File: config.mk
export PLATFORM = sky130hd
export DESIGN_NAME = step_ctrl
export DESIGN_NICKNAME = d
export VERILOG_FILES = /design/src/rtl/step_ctrl.sv
export SDC_FILE = /design/constraint.sdc
export NUM_CORES = 1
export LEC_CHECK = 0
export ABC_AREA = 1
export ABC_CLOCK_PERIOD_IN_PS = 3700
export BUFFER_PORTS_ARGS = -buffer_cell sky130_fd_sc_hd__clkbuf_2
export CELL_PAD_IN_SITES_DETAIL_PLACEMENT = 1
export CELL_PAD_IN_SITES_GLOBAL_PLACEMENT = 1
export CORE_ASPECT_RATIO = 1.75
export CORE_MARGIN = 4
export CORE_UTILIZATION = 25
export CTS_BUF_LIST = sky130_fd_sc_hd__clkbuf_2 sky130_fd_sc_hd__clkbuf_4 sky130_fd_sc_hd__clkbuf_8
export DETAILED_ROUTE_END_ITERATION = 10
export PLACE_DENSITY_LB_ADDON = 0.1
export SLEW_MARGIN = 20
export SYNTH_ARGS = -nofsm -noshare
export SYNTH_HDL_FRONTEND = slang
export SYNTH_SLANG_ARGS = --single-unit
File: constraint.sdc
create_clock -name iClk -period 3.7 [get_ports iClk]
set_input_delay 0.185 -clock iClk [delete_from_list [all_inputs] [get_ports iClk]]
set_output_delay 0.185 -clock iClk [all_outputs]
set_load 0.01 [all_outputs]
File: src/rtl/step_ctrl.sv
// step_ctrl: CPU clock generator with free-run, single-step and PC breakpoint control.
//   iClk       single clock, all logic on posedge
//   iRst_n     synchronous active-low reset
//   iMode      1 = free-run request, 0 = halt/single-step
//   iStepBtn   raw asynchronous step push-button, active-high
//   iBrkEn     breakpoint enable
//   iBrkAddr   breakpoint match value for iPC[7:0]
//   iPC        current PC from the processor core
//   oCpuClk    registered processor clock, period DIV iClk cycles
//   oCpuRst_n  processor reset, low only in INIT
//   oState     FSM state (INIT/HALT/RUN/STEP)
//   oBrkHit    sticky breakpoint flag
//   oCycleCnt  count of oCpuClk rising edges, wraps
module step_ctrl #(
   parameter int DIV        = 10,
   parameter int DEB_CYCLES = 16
) (
   input  logic        iClk,
   input  logic        iRst_n,
   input  logic        iMode,
   input  logic        iStepBtn,
   input  logic        iBrkEn,
   input  logic [7:0]  iBrkAddr,
   input  logic [31:0] iPC,
   output logic        oCpuClk,
   output logic        oCpuRst_n,
   output logic [1:0]  oState,
   output logic        oBrkHit,
   output logic [15:0] oCycleCnt
);
   localparam int PW = $clog2(DIV);
   localparam int DW = $clog2(DEB_CYCLES);
   localparam logic [PW-1:0] PLAST = PW'(DIV - 1);
   localparam logic [PW-1:0] PHALF = PW'(DIV / 2);
   localparam logic [DW-1:0] DLAST = DW'(DEB_CYCLES - 1);

   typedef enum logic [1:0] {INIT = 2'b00, HALT = 2'b01, RUN = 2'b10, STEP = 2'b11} state_t;

   state_t        state, stateNext;
   logic [1:0]    initCnt;
   logic [PW-1:0] phase, phaseNext;
   logic          sync0, sync1, debLvl, stepPulse;
   logic [DW-1:0] debCnt;
   logic          periodEnd, brkMatch, brkSet, brkClr, clkNext;
   logic          unusedPc;

   assign unusedPc  = ^iPC[31:8];
   assign oState    = state;
   assign oCpuRst_n = state != INIT;

   always_comb begin
      periodEnd = phase == PLAST;
      brkMatch  = iBrkEn && iPC[7:0] == iBrkAddr;
      stateNext = state;
      brkSet    = 1'b0;
      brkClr    = 1'b0;
      case (state)
         INIT: stateNext = (initCnt == 2'd3) ? HALT : INIT;
         HALT: begin
            stateNext = stepPulse ? STEP : (iMode && !oBrkHit) ? RUN : HALT;
            brkClr    = stepPulse || !iMode;
         end
         RUN: begin
            // mode and breakpoint only act on a completed period
            stateNext = (periodEnd && (!iMode || brkMatch)) ? HALT : RUN;
            brkSet    = periodEnd && iMode && brkMatch;
         end
         default: stateNext = periodEnd ? HALT : STEP;
      endcase
      // phase restarts on every state entry and on every period boundary
      phaseNext = ((stateNext == RUN || stateNext == STEP) && stateNext == state && !periodEnd) ? phase + 1'b1 : '0;
      clkNext   = (stateNext == RUN || stateNext == STEP) && phaseNext >= PHALF;
   end

   always_ff @(posedge iClk) begin
      if (!iRst_n) begin
         state     <= INIT;
         initCnt   <= '0;
         phase     <= '0;
         oCpuClk   <= 1'b0;
         oBrkHit   <= 1'b0;
         oCycleCnt <= '0;
         sync0     <= 1'b0;
         sync1     <= 1'b0;
         debLvl    <= 1'b0;
         debCnt    <= '0;
         stepPulse <= 1'b0;
      end else begin
         state     <= stateNext;
         initCnt   <= (state == INIT) ? initCnt + 1'b1 : '0;
         phase     <= phaseNext;
         oCpuClk   <= clkNext;
         oCycleCnt <= oCycleCnt + 16'(clkNext && !oCpuClk);
         oBrkHit   <= brkSet || (oBrkHit && !brkClr);
         sync0     <= iStepBtn;
         sync1     <= sync0;
         // any cycle agreeing with the debounced level restarts the count
         debCnt    <= (sync1 == debLvl || debCnt == DLAST) ? '0 : debCnt + 1'b1;
         debLvl    <= (sync1 != debLvl && debCnt == DLAST) ? sync1 : debLvl;
         stepPulse <= sync1 && !debLvl && debCnt == DLAST;
      end
   end
endmodule

# Word-level counts from Yosys, hierarchy flattened
# Index checks and enable logic that the tools add are counted.
op_classes:
  muxes: 9
  n_reduce_logical: 28
  n_lt_le_gt_ge: 1
  bitwise_logic: 1
  add_sub_neg: 4
  eq_ne: 11
op_table:
  columns: ["op", "count"]
  rows:
  - ["adder 16 x 1 -> 16 bit", 1]
  - ["logical AND 1 bit", 13]
  - ["adder 4 x 1 -> 4 bit, second input constant", 2]
  - ["== test 2 bit, second input constant", 4]
  - ["== test 4 bit, second input constant", 2]
  - ["== test 8 bit", 1]
  - ["two-way mux 2 bit", 4]
  - ["logical NOT 1 bit", 6]
  - ["case mux 2 bit (3 select lines)", 1]
  - ["logical OR 1 bit", 5]
  - [">= comparator 4 x 3 -> 1 bit, second input constant", 1]
  - ["two-way mux 4 bit", 1]
  - ["two-way mux 1 bit", 3]
  - ["adder 2 x 1 -> 2 bit, second input constant", 1]
  - ["== test 2 x 1 -> 1 bit, second input constant", 1]
  - ["== test 2 bit", 1]
  - ["logical NOT 2 bit", 1]
  - ["AND reduction 2 bit", 1]
  - ["nonzero test 2 bit", 1]
  - ["OR reduction 2 bit", 1]
  - ["== test 1 bit", 1]
  - ["!= test 1 bit", 1]
  - ["NOT 1 bit", 1]
totals:
  output_inout_bits: 21
  register_bits: 34
  inputBits: 45
  word_cells: 65

# Longest topological paths before layout
depth:
  word_depth: 15
  mapped_depth: 22
  ltp_nobuf: 22

# Worst setup path before layout
# OpenSTA, ideal clock, no wires.
synth_path:
  path_kind: "register to register"
  start: "reg phase[1]"
  end: "reg oCycleCnt[12]"
  stages_incl_launch_ff: 23
  setup_ns: 0.115
  synth_period_minus_slack_ns: 2.479
  arrival_ns: 2.364
  setup_slack_ns: 1.221
  cell_sequence: "dfxtp_1 -> inv_1 -> ha_1 -> nand3_1 -> inv_1 -> nor2_1 -> inv_1 -> a21oi_1 -> nand2_1 -> nand2_1 -> inv_1 -> nor2_1 -> ha_1 -> ha_1 -> nand2_1 -> nor2_4 -> nand2_2 -> nor3_4 -> nand2_2 -> nor3_4 -> nand3_1 -> nand2_1 -> nor2_1"
synth_between:
  elab_chain_cells: 13
synth_rtl:
  columns: ["element", "line_no", "source"]
  rows:
  - ["from (decl)", "41", "logic [PW-1:0] phase, phaseNext;"]
  - ["from (signal assigned)", "91", "phase <= phaseNext;"]
  - ["== test 4 bit", "52", "periodEnd = phase == PLAST;"]
  - ["logical AND 1 bit", "65", "stateNext = (periodEnd && (!iMode || brkMatch)) ? HALT : RUN;"]
  - ["two-way mux 2 bit", "65", null]
  - ["case mux 2 bit (3 select lines)", "57", "case (state)"]
  - ["== test 2 bit", "71, 72", null]
  - ["logical OR 1 bit", "71, 72", null]
  - ["logical AND 1 bit (2 in series)", "71", "phaseNext = ((stateNext == RUN || stateNext == STEP) && stateNext == state && !periodEnd) ? phase + 1'b1 : '0;"]
  - ["two-way mux 4 bit", "71", null]
  - [">= comparator 4 x 3 -> 1 bit", "72", "clkNext = (stateNext == RUN || stateNext == STEP) && phaseNext >= PHALF;"]
  - ["logical AND 1 bit *", "72", null]
  - ["logical AND 1 bit *", "93", "oCycleCnt <= oCycleCnt + 16'(clkNext && !oCpuClk);"]
  - ["adder 16 x 1 -> 16 bit *", "93", null]
  - ["to (signal assigned)", "93", null]
  - ["to (decl)", "29", "output logic [15:0] oCycleCnt"]
# Every way passes the cells marked *; elsewhere a longest branch is shown, timed or not.
# A chain may end at the register's enable or synchronous reset.

# Worst setup path after layout
layout_path:
  start: "reg phase[1]"
  end: "reg oCycleCnt[14]"
# The elaborated chain is that of the path after synthesis.

==> impl_metrics.json <==
{
  "reg2reg_from": "phase[1]",
  "hold_depth": 3,
  "routed_wl_microns": 4000,
  "syn_area_per_cell_sq_um": 7.10,
  "synth.net_count": 287,
  "clk-insertion-delay-late_ns": 0.28,
  "finalHoldViolCount": 0,
  "drive_above_1_share_pct": 20.6,
  "slew_headroom_pct": 65.5,
  "synth_area_leaders": "dfxtp_1, nand2_1, inv_1",
  "cts_tree": "done",
  "regToRegSetupSlack_ns": 0.87,
  "ir_drop_mv": 0.152,
  "ys.flop_type": "dfxtp_1",
  "yosys.area.top_type": "dfxtp_1",
  "dieWidth_microns": 69.7,
  "worst_hold_slack_ns": 0.0819,
  "syn_area_sq_mm": 0.00167,
  "clock.fmax_mhz": 354,
  "min_to": "sync0",
  "clk_path_buf_depth": 2,
  "num-fill-cells": 839,
  "drtPass1Iterations": 3,
  "end_kind": "flop",
  "grt-ovfl-total": 0,
  "hold_start": "iStepBtn",
  "initialDrtViolationCount": 14,
  "via_per_inst": 4.39,
  "synth_cells": 235,
  "crit_path_start": "phase[1]",
  "grt_pass1_wl_microns": 6840,
  "r2r_end": "oCycleCnt[14]",
  "seq_area_sq_um": 681,
  "path_clk_slew_ns": 0.07,
  "cts_sinks": 34,
  "status": "complete, no violations",
  "post_drt_wl_per_cell_microns": 11.0,
  "crit_required_ns": 3.88,
  "drtAntennaViolNets": 0,
  "multi_input_area_sq_um": 811,
  "slew_violations": 0,
  "cts_buffers": 5,
  "period_needed_ns": 2.83,
  "finalClockSkew_ns": 0.00491,
  "h-tree-depth": 2,
  "yosysMostFrequentCell": "nand2_1",
  "synth_edf_count": 0,
  "syn_to_final_growth_pct": 23.0,
  "p_leak_nw": 1.02,
  "die-area_sq_mm": 0.00809,
  "grtUsageTotal_pct": 10.7,
  "ys_types": 30,
  "cts_root_buf": "clkbuf_8",
  "rsz0062_at_grt": "no",
  "arrival_ns": 3.01,
  "worst_slew_pin_slew_ns": 0.517,
  "postCtsSetupRepairBufs": 0,
  "crit_path_start_kind": "flop",
  "crit_type": "reg2reg",
  "cts_resized": 0,
  "place.gp.congestion": 0.709,
  "grt_max_degree": 17,
  "fin_util_pct": 31.6,
  "holdBufCountCts": 0,
  "rows": 39,
  "cp_max_fo": 4,
  "die_h_microns": 116,
  "async_flop_share_pct": 0,
  "synth-warning-count": 0,
  "drc": 0,
  "synth.top_cell.area_share_pct": 40.8,
  "antenna_found_initial": 0,
  "setup_viol": 0,
  "ios": 66,
  "period_share_pct": 76.4,
  "r2r_cells": 22,
  "core_sq_mm": 0.00649,
  "grt_pass1_vias": 1589,
  "synth-seq-cells": 34,
  "drv_cap": 0,
  "nNetsFinal": 333,
  "initial_utilization_pct": 25.7,
  "p_per_area_mw_per_mm2": 339,
  "min_path_type": "in2reg",
  "dpl.hpwl_microns": 3250,
  "vias": 1594,
  "synth_seq_area_share_pct": 40.8,
  "synthTopCellsByCount": "nand2_1, inv_1, dfxtp_1, nor2_1, a21oi_1",
  "n_antenna_cell": 0,
  "numPortBuffers": 41,
  "setup_tns_ns": 0
}
worst max-delay path, cell delays in order (launching register included):
cell and delay, ns:
dfxtp_1 0.36, inv_1 0.05, ha_1 0.17, nand3_1 0.10, inv_1 0.09, nor2_1 0.13
inv_1 0.09, a21oi_1 0.18, nand2_1 0.08, nand2_1 0.06, inv_1 0.05, nor2_1 0.09
ha_1 0.18, ha_1 0.17, nand2_1 0.10, nor2_4 0.12, nand2_2 0.08, nor3_4 0.15
nand2_2 0.12, nor2_2 0.16, nand3_1 0.09, nand2_1 0.07, nor2_1 0.04
flip-flops by register name (all words and copies together), names as in the netlist:
signal	count
debLvl	1
debCnt	4
sync1	1
oBrkHit	1
oCpuClk	1
stepPulse	1
sync0	1
oState	2
initCnt	2
oCycleCnt	16
phase	4
worst max path at each step:
stage	endpoint	cells past startpoint	slack, ns
3_3_place_gp	oCycleCnt[12]	22	0.78
2_1_floorplan	oCycleCnt[12]	22	1.22
3_5_place_dp	oCycleCnt[12]	22	0.79
5_1_grt	oCycleCnt[14]	22	0.48
6_report	oCycleCnt[14]	22	0.87
4_1_cts	oCycleCnt[12]	22	0.77
area by class of cell:
cell class	instances	area share, %
repair buffers	41	10.0
inverters	45	8.23
well taps	82	5.00
flip-flops and latches	34	33.2
multi-input cells	154	39.5
clock buffers	7	4.09
placed cells by master, fill, tap and decap left out, types with 2 or more instances in the layout:
cell,netlist,routed
clkbuf_2,0,41
o31ai_1,2,2
inv_1,44,44
clkbuf_8,0,5
o21ai_0,8,8
o21a_1,2,2
nor3_4,2,2
nand4_1,2,2
a21oi_1,15,15
clkbuf_4,0,2
nand2_2,2,2
ha_1,7,7
nor2_1,26,26
xor2_1,2,2
dfxtp_1,34,34
nand3_1,14,14
nand2_1,51,51
nor3_1,8,8
report_power, final:
| part | switching [mW] | internal [mW] |
|---|---|---|
| clock | 0.127 | 0.144 |
| sequential | 0.00359 | 0.372 |
| combinational | 0.0286 | 0.0215 |
| total | 0.159 | 0.537 |
cell families (layout without fill, tap and decap cells):
logic type / Yosys count / count (layout) / share of synthesized area [%]
buffers and inverters: 47 / 93 / 10.6
AND/OR/NAND/NOR: 114 / 114 / 31.8
adder cells (fa/ha/maj): 7 / 7 / 5.25
AO/OA/AOI/OAI: 30 / 30 / 9.98
XOR/XNOR: 3 / 3 / 1.58
flip-flops: 34 / 34 / 40.8
per-stage QoR:
stage	std cells	power [mW]	instance area, sq um	setup WS [ns]
4_1_cts	363	0.717	2050	0.774
5_1_grt	363	0.743	2050	0.476
3_5_place_dp	356	0.436	1970	0.789
2_1_floorplan	235	0.412	1670	1.22
3_3_place_gp	356	0.435	1970	0.776
6_report	363	0.696	2050	0.873
per-layer routing:
layer  vias up  track usage (%)  part of all wire, %
met2        35             20.9                   54
met5         -                0                    0
li1        825                -                    -
met3         5             2.95                  5.8
met1       729             10.3                   38
met4         0             4.99                  2.2
(Power assumes the default switching activity.)
